File: src/rtl/toggle_meter_pkg.sv
// Shared defaults and read-FSM state encoding for the toggle meter.
package toggle_meter_pkg;
    localparam int DEF_N_CH  = 4;
    localparam int DEF_CNT_W = 16;
    localparam int DEF_E_TOG = 25;

    typedef enum logic [1:0] {
        ST_IDLE = 2'd0,
        ST_CALC = 2'd1,
        ST_RESP = 2'd2
    } rd_state_e;
endpackage

File: src/rtl/toggle_meter_det.sv
// Per-channel toggle detector: previous-value register, saturating counter, sat flag.
module toggle_det #(
    parameter int CNT_W = 16
) (
    input  logic             clk,
    input  logic             reset,
    input  logic             sig_i,
    input  logic             enable_i,
    input  logic             clear_i,
    output logic [CNT_W-1:0] cnt_o,
    output logic             sat_o
);
    localparam logic [CNT_W-1:0] CNT_MAX = '1;

    logic             prev_q;
    logic             sat_q;
    logic [CNT_W-1:0] cnt_q, cnt_d;

    always_comb begin
        cnt_d = cnt_q;
        if (enable_i && (sig_i != prev_q) && (cnt_q != CNT_MAX))
            cnt_d = cnt_q + CNT_W'(1);
    end

    // Clear wins over a toggle in the same cycle; prev tracks sig_i even when disabled.
    always_ff @(posedge clk or posedge reset) begin
        if (reset) begin
            prev_q <= 1'b0;
            cnt_q  <= '0;
            sat_q  <= 1'b0;
        end else if (clear_i) begin
            prev_q <= sig_i;
            cnt_q  <= '0;
            sat_q  <= 1'b0;
        end else begin
            prev_q <= sig_i;
            cnt_q  <= cnt_d;
            sat_q  <= (cnt_d == CNT_MAX);
        end
    end

    assign cnt_o = cnt_q;
    assign sat_o = sat_q;
endmodule

File: src/rtl/toggle_meter.sv
// Multi-channel switching-activity meter with a snapshot/multiply/handshake read port.
module toggle_meter
    import toggle_meter_pkg::*;
#(
    parameter int N_CH  = DEF_N_CH,
    parameter int CNT_W = DEF_CNT_W,
    parameter int E_TOG = DEF_E_TOG
) (
    input  logic              clk,
    input  logic              reset,
    input  logic [N_CH-1:0]   sig_in,
    input  logic              enable,
    input  logic              clear,
    input  logic              rd_req,
    input  logic [2:0]        rd_ch,
    input  logic              rd_ack,
    output logic              rd_busy,
    output logic              rd_valid,
    output logic [CNT_W-1:0]  rd_cnt,
    output logic [CNT_W+7:0]  rd_energy,
    output logic [N_CH-1:0]   sat
);
    localparam logic [CNT_W+7:0] E_MUL = (CNT_W+8)'(E_TOG);

    logic [N_CH-1:0][CNT_W-1:0] cnt;
    logic [CNT_W-1:0]           sel_cnt;
    logic [CNT_W-1:0]           snap_q;
    logic [CNT_W-1:0]           rd_cnt_q;
    logic [CNT_W+7:0]           rd_energy_q;
    logic                       rd_busy_q, rd_valid_q;
    rd_state_e                  state_q;

    for (genvar g = 0; g < N_CH; g++) begin : g_det
        toggle_det #(.CNT_W(CNT_W)) u_det (
            .clk      (clk),
            .reset    (reset),
            .sig_i    (sig_in[g]),
            .enable_i (enable),
            .clear_i  (clear),
            .cnt_o    (cnt[g]),
            .sat_o    (sat[g])
        );
    end

    // Out-of-range channel indices fall through to a zero snapshot.
    always_comb begin
        sel_cnt = '0;
        for (int i = 0; i < N_CH; i++)
            if (rd_ch == 3'(i)) sel_cnt = cnt[i];
    end

    always_ff @(posedge clk or posedge reset) begin
        if (reset) begin
            state_q     <= ST_IDLE;
            snap_q      <= '0;
            rd_cnt_q    <= '0;
            rd_energy_q <= '0;
            rd_busy_q   <= 1'b0;
            rd_valid_q  <= 1'b0;
        end else begin
            case (state_q)
                ST_IDLE: if (rd_req) begin
                    snap_q    <= sel_cnt;
                    rd_busy_q <= 1'b1;
                    state_q   <= ST_CALC;
                end
                ST_CALC: begin
                    rd_cnt_q    <= snap_q;
                    rd_energy_q <= (CNT_W+8)'(snap_q) * E_MUL;
                    rd_valid_q  <= 1'b1;
                    state_q     <= ST_RESP;
                end
                ST_RESP: if (rd_ack) begin
                    rd_valid_q <= 1'b0;
                    rd_busy_q  <= 1'b0;
                    state_q    <= ST_IDLE;
                end
                default: state_q <= ST_IDLE;
            endcase
        end
    end

    assign rd_busy   = rd_busy_q;
    assign rd_valid  = rd_valid_q;
    assign rd_cnt    = rd_cnt_q;
    assign rd_energy = rd_energy_q;
endmodule

File: config.mk
export PLATFORM = sky130hd
export DESIGN_NAME = toggle_meter
export DESIGN_NICKNAME = d
export VERILOG_FILES = /design/src/rtl/toggle_meter_pkg.sv /design/src/rtl/toggle_meter_det.sv /design/src/rtl/toggle_meter.sv
export SDC_FILE = /design/constraint.sdc
export NUM_CORES = 1
export LEC_CHECK = 0
export CAP_MARGIN = 25
export CELL_PAD_IN_SITES_DETAIL_PLACEMENT = 0
export CELL_PAD_IN_SITES_GLOBAL_PLACEMENT = 1
export CORE_MARGIN = 5
export CORE_UTILIZATION = 50
export DETAILED_ROUTE_END_ITERATION = 10
export GPL_ROUTABILITY_DRIVEN = 0
export PLACE_DENSITY_LB_ADDON = 0.12
export SETUP_SLACK_MARGIN = 0.15
export SYNTH_ARGS = -nofsm -noshare
export SYNTH_HDL_FRONTEND = slang
export SYNTH_HIERARCHICAL = 1
export SYNTH_SLANG_ARGS = --single-unit
File: constraint.sdc
create_clock -name clk -period 9.4 [get_ports clk]
set_input_delay 1.41 -clock clk [delete_from_list [all_inputs] [get_ports clk]]
set_output_delay 1.41 -clock clk [all_outputs]
set_load 0.05 [all_outputs]
# Word-level counts from Yosys, hierarchy flattened

Index checks and enable logic that the tools add are counted.

Register bits: 129
Input port bits: 13

Eq/ne operators: 19
Multiplexer cells: 23
Add/subtract/negate cells: 4
$mul: 1
Reduce and logical (&&, ||, !) cells: 16

Operators with widths:

| kind                                                                 | number |
|---|---|
| 16-bit two-way mux                                                   | 12 |
| 16-bit by 1-bit adder with 16-bit output, second input constant      | 4 |
| 16-bit == test, second input constant                                | 4 |
| 16-bit != test, second input constant                                | 4 |
| 16-bit by 5-bit multiplier with 21-bit output, second input constant | 1 |
| 1-bit logical AND                                                    | 8 |
| 3-bit by 2-bit == test with 1-bit output, second input constant      | 2 |
| 1-bit two-way mux                                                    | 6 |
| 2-bit case mux with 3 select lines                                   | 1 |
| 2-bit AND reduction                                                  | 3 |
| 2-bit two-way mux                                                    | 2 |
| 1-bit != test                                                        | 4 |
| 2-bit != test, second input constant                                 | 2 |
| 1-bit case mux with 2 select lines                                   | 2 |
| 2-bit nonzero test                                                   | 2 |
| 3-bit by 1-bit == test with 1-bit output, second input constant      | 1 |
| 3-bit logical NOT                                                    | 1 |
| 3-bit AND reduction                                                  | 1 |
| 2-bit by 1-bit == test with 1-bit output, second input constant      | 1 |
| 2-bit == test, second input constant                                 | 1 |
| 2-bit logical NOT                                                    | 1 |

# Logic depth before layout (Yosys ltp)

Gate-level depths: netlist of the first run.

Depth after elaboration: 6
Gate-level depth with buffers: 12
Gate-level depth less buffers: 11

# By module

Netlist of the first run, hierarchy kept.

Modules (own cells, without submodules):

| module                          | cells each | times used | area an instance (um^2) |
|---|---|---|---|
| toggle_meter                    | 420        | 1          | 4111.4 |
| toggle_det (g_det[0].u_det ...) | 123        | 3          | 1111.1 |
| toggle_det (g_det[1].u_det)     | 127        | 1          | 1151.1 |

# Least setup slack after synthesis of the first run

No wires, ideal clock.

Kind: register to register
Start point: register snap_q[9]
End point: register rd_energy_q[19] (netlist: rd_energy[19])
Slack: 6.373 ns
Clock period less this slack: 3.027 ns
Arrival: 2.899 ns
Stages on the path, launching flop included: 13
Setup time: 0.128 ns
Buffers on the path: 1
Cell sequence: dfrtp_1 -> ha_1 -> ha_1 -> inv_1 -> fa_1 -> inv_1 -> ha_1 -> buf_2 -> a21oi_2 -> o21ai_1 -> a221oi_1 -> mux2i_1 -> nand3_1

Word-level cells in the longest chain between the ends: 1

Ends and longest elaborated chain:

| item                                          | line               | source |
|---|---|---|
| start, declared                               | toggle_meter.sv:27 | `logic [CNT_W-1:0] snap_q;` |
| start signal, assigned                        | toggle_meter.sv:63 | `snap_q <= sel_cnt;` |
| 16-bit by 5-bit multiplier with 21-bit output | toggle_meter.sv:69 | `rd_energy_q <= (CNT_W+8)'(snap_q) * E_MUL;` |
| end signal, assigned                          | toggle_meter.sv:69 |  |
| end, declared                                 | toggle_meter.sv:29 | `logic [CNT_W+7:0] rd_energy_q;` |

No other way between the ends.
A chain may end at the register's enable or synchronous reset.

# Worst setup path in the final report of the first run

Same ends and word-level chain as after synthesis.

==> results of run 1 <==
[area by class of cell]
| class | instances | share of cell area [%] |
|---|---|---|
| timing repair buffer | 63 | 6.46 |
| tap | 225 | 2.85 |
| multi-input combinational | 677 | 49.7 |
| clock buffer | 19 | 4.49 |
| inverter | 57 | 2.17 |
| sequential | 126 | 31.9 |
| clock inverter | 13 | 2.40 |
[layer usage]
layer	GRT usage, %	wire (um)	vias up	part of all wire, %
li1	-	-	3342	-
met1	28.3	9090	3423	43
met2	37.2	10600	235	50
met3	4.38	1110	40	5.2
met4	8.67	544	0	2.6
met5	0	0	-	0
[critical path: stages (launching register included)]
cell,delay [ns]
dfrtp_1,0.47
ha_1,0.32
ha_1,0.27
inv_1,0.05
fa_1,0.49
inv_1,0.04
ha_1,0.43
a21oi_2,0.28
o21ai_1,0.16
a221oi_1,0.52
mux2i_1,0.24
nand3_1,0.08
[through the flow]
stage	utilization, %	setup slack (ns)	instances
2_1_floorplan	-	6.37	918
3_3_place_gp	53.6	5.55	1146
3_5_place_dp	53.7	5.55	1147
4_1_cts	57.7	6.00	1179
5_1_grt	57.9	5.77	1180
6_report	57.9	5.94	1180
[flip-flops by register name, summed over array words and instances, names as in the netlist]
signal	count
state_q	2
rd_busy	1
rd_valid	1
g_det.u_det/cnt_o	64
g_det.u_det/prev_q	4
g_det.u_det/sat_o	4
rd_energy	18
snap_q	16
rd_cnt	16
[power by group]
part	internal (mW)	switching, mW	leakage (nW)	total (mW)
logic	0.0583	0.152	2.34	0.211
clock network	0.506	0.253	0.328	0.759
registers	0.562	0.0221	1.74	0.584
[cell usage in the layout, fill, tap and decap left out, types with 5 or more instances in the layout]
| cell | instances |
|---|---|
| clkbuf_16 | 17 |
| nor3_1 | 21 |
| and3_1 | 6 |
| a21oi_2 | 7 |
| a22o_1 | 10 |
| fa_1 | 11 |
| nand2_1 | 109 |
| dfrtp_1 | 126 |
| nand2b_1 | 5 |
| buf_4 | 6 |
| nor2_1 | 84 |
| nand4_2 | 8 |
| and4_1 | 7 |
| o21ai_0 | 31 |
| nand4_1 | 28 |
| clkdlybuf4s50_1 | 54 |
| o21a_1 | 7 |
| nor4b_1 | 7 |
| a21o_1 | 5 |
| nand3_1 | 39 |
| mux4_2 | 16 |
| bufinv_16 | 6 |
| a21oi_1 | 25 |
| o22ai_1 | 7 |
| xnor2_1 | 42 |
| o31a_1 | 8 |
| inv_1 | 56 |
| nor4_1 | 36 |
| ha_1 | 56 |
| xor2_1 | 12 |
[logic make-up after synthesis]
logic type	count (synthesis)	share of synthesized area, %
adder cells (fa/ha/maj)	67	10.7
multiplexers	19	4.54
other	1	0.0436
AO/OA/AOI/OAI	146	12.1
buffers and inverters	115	6.38
flip-flops	126	36.7
XOR/XNOR	55	5.69
AND/OR/NAND/NOR	387	23.9
[final timing paths]
check	from	depth (start not counted)	endpoint	slack, ns
worst max-delay path	snap_q[9]$_DFFE_PP0P_	11	rd_energy[19]$_DFFE_PP0P_	5.94
worst min-delay path	rd_cnt[6]$_DFFE_PP0P_	2	rd_cnt[6]$_DFFE_PP0P_	0.47
worst max register to register	snap_q[9]$_DFFE_PP0P_	11	rd_energy[19]$_DFFE_PP0P_	5.94
worst min register to register	rd_cnt[6]$_DFFE_PP0P_	2	rd_cnt[6]$_DFFE_PP0P_	0.47
max in group asynchronous	reset	2	g_det[3].u_det/prev_q$_DFF_PP0_	7.26
min in group asynchronous	reset	2	rd_cnt[13]$_DFFE_PP0P_	1.57
==> run_results.csv, run 1 <==
group,metric,value,unit
run_status,status,"completed",
timing,worst_pin_slew,0.930,ns
global_route,grt_max_degree,63,
drt,drtIter0Drc,481,
yosys,synth_cell_type_count,79,
drt,drt_wl_total,21300,um
clocking,clkLatencyLatePin,0.43,ns
timing,post-route-period-util,36.8,%
cells_and_area,design_area,0.00987,mm^2
global_route,grt_pass1_wl,35600,um
die,rows,48,
timing,hold_viol,0,
critical_path,cp-end-kind,"register",
critical_path,arrival,3.77,ns
critical_path,cp-start-kind,"register",
timing,finalSetupTns,0,ns
placed_design,dpl.hpwl,15800,um
global_route,grt_usage,22.2,%
die,die_w,141,um
flow_run,drv_cap,0,
timing,slew_headroom,37.8,%
yosys,syn_area,0.00860,mm^2
clocking,htreeDepth,4,
placed_design,placed_area,0.00916,mm^2
yosys,synth_cells,916,
cells_and_area,area_growth,14.8,%
yosys,yosys.cell_count.top_type,"dfrtp_1",
global_route,grt_pass1_vias,7021,
clocking,clock_sinks,126,
power,p_leak,4.41,nW
yosys,syn_avg_cell_area,9.38,um^2
yosys,ys_ff_latch,126,
die,num_io_pins,59,
yosys,synth_common_cells,"126 x dfrtp_1, 109 x nand2_1, 84 x nor2_1, 57 x inv_1, 56 x ha_1",
yosys,yosysTopAreaCell,"dfrtp_1",
timing,fmax,289,MHz
global_route,gr-total-overflow,0,
drt,wire_per_inst,18.1,um
clocking,cts_buffer_depth,2,
clocking,root_buffer,"clkbuf_16",
power,powerDensity,157,mW/mm^2
clocking,cts.clk_slew.worst_paths,0.06,ns
timing,rsz0062_at_grt,"no",
die,die-area,0.0199,mm^2
timing,setup_viol,0,
timing,drv_slew,0,
clocking,cts-hold-fix-buffers,0,
critical_path,cp.required,9.71,ns
drt,firstDrtPassIters,5,
clocking,cts_tree,"built",
die,start_util,50.4,%
worst_hold_path,hp-class,"register to register",
yosys,synth_ff_type,"dfrtp_1",
drt,via_per_inst,5.97,
die,coreArea,0.0171,mm^2
critical_path,crit_type,"register to register",
yosys,netlist_top_cells_area,"dfrtp_1 37%, ha_1 8.2%, nand2_1 4.8%",
drt,vias,7040,
power,p_total,1.55,mW
cells_and_area,multi_input_area,0.00490,mm^2
yosys,yosysWarnings,6,
placed_design,place.port_buffers,55,
power,ir_worst_vdd,0.125,mV
yosys,synth_edf_count,0,
timing,finalCriticalPeriod,3.46,ns
critical_path,crit_fanout,8,
cells_and_area,num_antenna_cells,0,
yosys,yosysSeqAreaShare,36.7,%
clocking,cts_buffers,17,
timing,skew,0.00671,ns
yosys,yosysTopAreaCellShare,36.7,%
cells_and_area,fill_cells,1486,
timing,worst_hold_slack,0.473,ns
cells_and_area,ff_latch_area,0.00315,mm^2
cells_and_area,final_net_count,1022,
die,die_y,141,um
cells_and_area,drive_gt1_share,10.1,%
drt,antenna_left,0,
clocking,ctsResizeCount,0,
global_route,antenna_found_initial,0,
clocking,cts_setup_buffers,0,
yosys,async_flop_share,100,%
drt,drc_errors,0,
(Power assumes the default switching activity.)
==> run 2, diff against run 1 <==
--- a/config.mk
+++ b/config.mk
@@ -9,7 +9,7 @@
 export CELL_PAD_IN_SITES_DETAIL_PLACEMENT = 0
 export CELL_PAD_IN_SITES_GLOBAL_PLACEMENT = 1
 export CORE_MARGIN = 5
-export CORE_UTILIZATION = 50
+export CORE_UTILIZATION = 47
 export DETAILED_ROUTE_END_ITERATION = 10
 export GPL_ROUTABILITY_DRIVEN = 0
 export PLACE_DENSITY_LB_ADDON = 0.12
==> constraint.sdc (replaced) <==
create_clock -name clk -period 3.6 [get_ports clk]
set_input_delay 0.54 -clock clk [delete_from_list [all_inputs] [get_ports clk]]
set_output_delay 0.54 -clock clk [all_outputs]
set_load 0.05 [all_outputs]
==> run_results.csv, run 2 (synthesized netlist as in run 1, its figures left out) <==
group,metric,value,unit
timing,post-route-period-util,90.3,%
cells_and_area,finalNonFillerCells,1188,
drt,firstDrtPassIters,5,
die,rows,49,
global_route,gr-total-overflow,0,
timing,finalSetupTns,0,ns
drt,drt_wl_total,21600,um
global_route,grt.busiest_layer,"met2",
critical_path,cp-start-kind,"register",
clocking,ctsResizeCount,0,
timing,skew,0.00878,ns
die,die_y,145,um
timing,worst_pin_slew,0.742,ns
cells_and_area,fill_cells,1602,
clocking,cts-hold-fix-buffers,0,
timing,fmax,308,MHz
cells_and_area,fin_util,54.3,%
cells_and_area,num_antenna_cells,0,
die,die_w,145,um
worst_hold_path,hp-class,"register to register",
run_status,status,"completed",
cells_and_area,largest_register_ffs,64,
timing,setup_viol,0,
cells_and_area,multi_input_area,0.00491,mm^2
drt,drc_errors,0,
flow_run,drv_cap,0,
die,die-area,0.0211,mm^2
clocking,htreeDepth,4,
global_route,grtUsageMet1,26.9,%
drt,drtIter0Drc,302,
global_route,use_met3,3.12,%
cells_and_area,design_area,0.00976,mm^2
clocking,cts.clk_slew.worst_paths,0.06,ns
clocking,clock_sinks,126,
clocking,cts_buffers,17,
die,num_io_pins,59,
critical_path,crit_fanout,9,
clocking,clkLatencyLatePin,0.43,ns
power,ir_worst_vdd,0.476,mV
die,start_util,47.9,%
cells_and_area,ff_latch_area,0.00315,mm^2
die,coreArea,0.0180,mm^2
drt,vias,7074,
cells_and_area,final_cell_mix,"126 x dfrtp_1, 109 x nand2_1, 84 x nor2_1",
cells_and_area,final_common_cell,"dfrtp_1",
timing,slew_headroom,50.5,%
critical_path,arrival,3.61,ns
cells_and_area,drive_gt1_share,10.6,%
global_route,use_met2,34.3,%
global_route,grt_usage,20.7,%
global_route,grt_max_degree,33,
global_route,grt_pass1_wl,36200,um
timing,worst_hold_slack,0.475,ns
cells_and_area,final_net_count,1026,
placed_design,place.port_buffers,55,
placed_design,dp.cells,1156,
cells_and_area,area_growth,13.6,%
drt,antenna_left,0,
placed_design,dpl.hpwl,16400,um
critical_path,path_cells,"ha_1 -> ha_1 -> inv_1 -> fa_1 -> inv_1 -> ha_1 -> nand3_1 -> a2111oi_1 -> o21ai_1 -> o31a_1 -> nand3_1",
drt,wire_per_inst,18.2,um
drt,via_per_inst,5.95,
power,powerDensity,382,mW/mm^2
clocking,cts_setup_buffers,0,
critical_path,cp_slowest_cell,"fa_1",
global_route,antenna_found_initial,0,
power,p_total,3.73,mW
critical_path,cp.required,3.96,ns
global_route,grt_pass1_vias,7078,
critical_path,cp-end-kind,"register",
placed_design,dp_slack,0.326,ns
clocking,cts_tree,"built",
timing,finalCriticalPeriod,3.25,ns
timing,setup_ws,0.351,ns
critical_path,critPathMaxStageDelay,0.51,ns
timing,hold_viol,0,
critical_path,crit_type,"register to register",
clocking,cts_buffer_depth,2,
power,p_leak,4.36,nW
clocking,root_buffer,"clkbuf_16",
critical_path,worst_path_most_repeated_cell,"ha_1",
placed_design,placed_area,0.00919,mm^2
timing,rsz0062_at_grt,"yes",
timing,drv_slew,0,
-- run 2: layout make-up --
cell class              instances  area share, %
clock buffers                  17           4.36
clock inverters                15           1.40
inverters                      57           2.19
multi-input cells             677           50.3
flip-flops and latches        126           32.3
well taps                     229           2.93
repair buffers                 67           6.51
-- run 2: per-layer routing --
metal,vias up,wire (um)
li1,3361,-
met1,3445,9450
met2,223,10600
met3,45,943
met4,0,633
met5,-,0
-- run 2: path summary, 6_finish.rpt --
check                                             from                         to  slack, ns  cells after the start
worst max-delay path            snap_q[10]$_DFFE_PP0P_  rd_energy[20]$_DFFE_PP0P_       0.35                     11
worst min-delay path             rd_cnt[9]$_DFFE_PP0P_      rd_cnt[9]$_DFFE_PP0P_       0.47                      2
worst max register to register  snap_q[10]$_DFFE_PP0P_  rd_energy[20]$_DFFE_PP0P_       0.35                     11
worst min register to register   rd_cnt[9]$_DFFE_PP0P_      rd_cnt[9]$_DFFE_PP0P_       0.47                      2
max in group asynchronous                        reset      snap_q[4]$_DFFE_PP0P_       2.10                      3
min in group asynchronous                        reset  rd_energy[20]$_DFFE_PP0P_       0.73                      2
-- run 2: critical path, delay by kind of cell, from the launching register on --
| family | cells | cell delay (ns) |
|---|---|---|
| and+or+nand+nor | 2 | 0.28 |
| buffers and inverters | 2 | 0.10 |
| adders and majority gates | 4 | 1.55 |
| AOI/OAI and AO/OA | 3 | 0.81 |
| DFF | 1 | 0.45 |
-- run 2: report_power, final --
group	internal, mW	switching [mW]	total, mW
Sequential	1.47	0.0575	1.52
Combinational	0.153	0.404	0.556
Clock	0.912	0.737	1.65
==> run 3, diff against run 2 <==
--- a/config.mk
+++ b/config.mk
@@ -9,7 +9,7 @@
 export CELL_PAD_IN_SITES_DETAIL_PLACEMENT = 0
 export CELL_PAD_IN_SITES_GLOBAL_PLACEMENT = 1
 export CORE_MARGIN = 5
-export CORE_UTILIZATION = 47
+export CORE_UTILIZATION = 42
 export DETAILED_ROUTE_END_ITERATION = 10
 export GPL_ROUTABILITY_DRIVEN = 0
 export PLACE_DENSITY_LB_ADDON = 0.12
==> constraint.sdc (replaced) <==
create_clock -name clk -period 2.9 [get_ports clk]
set_input_delay 0.435 -clock clk [delete_from_list [all_inputs] [get_ports clk]]
set_output_delay 0.435 -clock clk [all_outputs]
set_load 0.05 [all_outputs]
==> run_results.csv, run 3 (synthesized netlist as in run 1, its figures left out) <==
group,metric,value,unit
timing,setup_ws,-0.0121,ns
drt,drc_errors,0,
run_status,violations,"setup timing",
global_route,grt_max_degree,40,
critical_path,crit_fanout,6,
timing,skew,0.00875,ns
critical_path,worst_path_most_repeated_cell,"inv_2",
die,die_y,153,um
cells_and_area,fin_util,53.6,%
cells_and_area,design_area,0.0108,mm^2
clocking,cts_tree,"built",
global_route,gr-total-overflow,0,
drt,drt_wl_total,22800,um
critical_path,arrival,3.27,ns
power,swShare,30.5,%
critical_path,crit_path_start,"snap_q[7]$_DFFE_PP0P_",
power,p_clk_share,44.1,%
cells_and_area,final_common_cell,"dfrtp_1",
power,p_leak,4.67,nW
run_status,status,"finished, violations left",
timing,slew_headroom,45.6,%
critical_path,cp_slowest_cell,"fa_1",
critical_path,cp.required,3.26,ns
placed_design,placed_area,0.00980,mm^2
placed_design,dpl.hpwl,17100,um
die,coreArea,0.0202,mm^2
timing,setup_viol,1,
critical_path,crit_family,"adder cells",
critical_path,path_cells,"ha_1 -> ha_1 -> inv_2 -> fa_1 -> inv_2 -> ha_4 -> inv_2 -> a2111oi_4 -> o21ai_1 -> or3_1 -> nand3_1",
placed_design,dp.cells,1257,
die,die_w,153,um
power,p_switching,1.43,mW
flow_run,drv_cap,0,
critical_path,cp-end-kind,"register",
timing,rsz0062_at_grt,"yes",
clocking,cts_buffer_depth,2,
clocking,htreeDepth,4,
cells_and_area,fill_cells,1811,
clocking,clkLatencyLatePin,0.42,ns
drt,wire_per_inst,17.6,um
clocking,cts-hold-fix-buffers,0,
worst_hold_path,hp-class,"register to register",
critical_path,crit_buf_inv,3,
timing,finalCriticalPeriod,2.91,ns
global_route,grt_pass1_wl,37900,um
critical_path,r2r_start,"snap_q[7]$_DFFE_PP0P_",
drt,drtIter0Drc,369,
timing,worst_hold_slack,0.471,ns
drt,firstDrtPassIters,5,
drt,antenna_left,0,
cells_and_area,drive_gt1_share,21.8,%
power,powerDensity,433,mW/mm^2
worst_hold_path,hold_start,"rd_cnt[4]$_DFFE_PP0P_",
cells_and_area,finalNonFillerCells,1297,
cells_and_area,area_growth,25.7,%
drt,via_per_inst,5.56,
drt,vias,7210,
timing,finalSetupTns,-0.0121,ns
global_route,grt_pass1_vias,7470,
clocking,cts.clk_slew.worst_paths,0.06,ns
timing,worst_pin_slew,0.815,ns
power,seqPwrFrac,40.4,%
power,p_comb_share,15.5,%
critical_path,crit_type,"register to register",
power,p_total,4.68,mW
critical_path,r2r_setup_slack,-0.01,ns
timing,drv_slew,0,
cells_and_area,largest_register_ffs,64,
clocking,clock_sinks,126,
cells_and_area,num_antenna_cells,0,
critical_path,cp-start-kind,"register",
cells_and_area,final_cell_mix,"124 x dfrtp_1, 107 x nand2_1, 83 x nor2_1",
power,ir_worst_vdd,0.387,mV
die,die-area,0.0234,mm^2
die,start_util,42.6,%
die,rows,52,
clocking,root_buffer,"clkbuf_16",
global_route,antenna_found_initial,0,
placed_design,dp_slack,-0.183,ns
critical_path,critPathMaxStageDelay,0.48,ns
timing,fmax,343,MHz
die,num_io_pins,59,
global_route,grt_usage,19.5,%
timing,hold_viol,0,
placed_design,place.port_buffers,55,
timing,post-route-period-util,100,%
cells_and_area,final_net_count,1094,
clocking,cts_buffers,17,
power,internal_power,3.25,mW
run 3: changes by cell type in the layout (fill, tap and decap cells not counted), sizes merged:
| cell | delta |
|---|---|
| inv | -7 |
| bufinv | +1 |
| buf | +68 |
| clkinv | +3 |
| clkbuf | +1 |
| clkinvlp | +2 |
run 3: worst reg2reg max path, delay by kind of cell (launching register included):
kind | cells | cell delay, ns
buffers and inverters | 3 | 0.14
and+or+nand+nor | 2 | 0.39
adders and majority gates | 4 | 1.39
DFF | 1 | 0.41
AOI/OAI and AO/OA | 2 | 0.52
run 3: layer usage:
layer	vias up	track usage [%]	part of all wire, %
met5	-	0.621	0
met3	35	3.22	3.7
li1	3491	-	-
met1	3520	25.1	44
met2	164	33.0	50
met4	0	7.64	2.4
run 3: path summary, 6_finish.rpt:
check | endpoint | cells past startpoint
min | rd_cnt[4]$_DFFE_PP0P_ | 2
min reg2reg | rd_cnt[4]$_DFFE_PP0P_ | 2
max reg2reg | rd_energy[13]$_DFFE_PP0P_ | 11
min in group asynchronous | rd_energy[20]$_DFFE_PP0P_ | 2
max in group asynchronous | g_det[3].u_det/cnt_o[10]$_DFF_PP0_ | 2
max | rd_energy[13]$_DFFE_PP0P_ | 11
run 3: power groups by stage:
stage | logic (mW) | registers [mW] | clock network (mW)
2_1_floorplan | 0.394 | 2.02 | 0
3_3_place_gp | 0.722 | 1.92 | 0
3_5_place_dp | 0.723 | 1.92 | 0
4_1_cts | 0.731 | 1.89 | 2.12
5_1_grt | 0.789 | 1.90 | 2.21
6_report | 0.724 | 1.89 | 2.06
run 3: timing repair:
item                       in CTS  in global routing
pin swaps                      37                 15
resized for setup              43                 20
setup endpoints to repair      12                 12
buffers inserted                5                  3
run 3: cell type report:
| cell class | count | area [um^2] | share of cell area [%] |
|---|---|---|---|
| timing repair buffer | 135 | 1150 | 10.7 |
| clock inverter | 14 | 135 | 1.25 |
| multi-input combinational | 677 | 5370 | 49.7 |
| inverter | 57 | 214 | 1.98 |
| tap | 270 | 338 | 3.13 |
| sequential | 126 | 3160 | 29.2 |
| clock buffer | 18 | 439 | 4.06 |
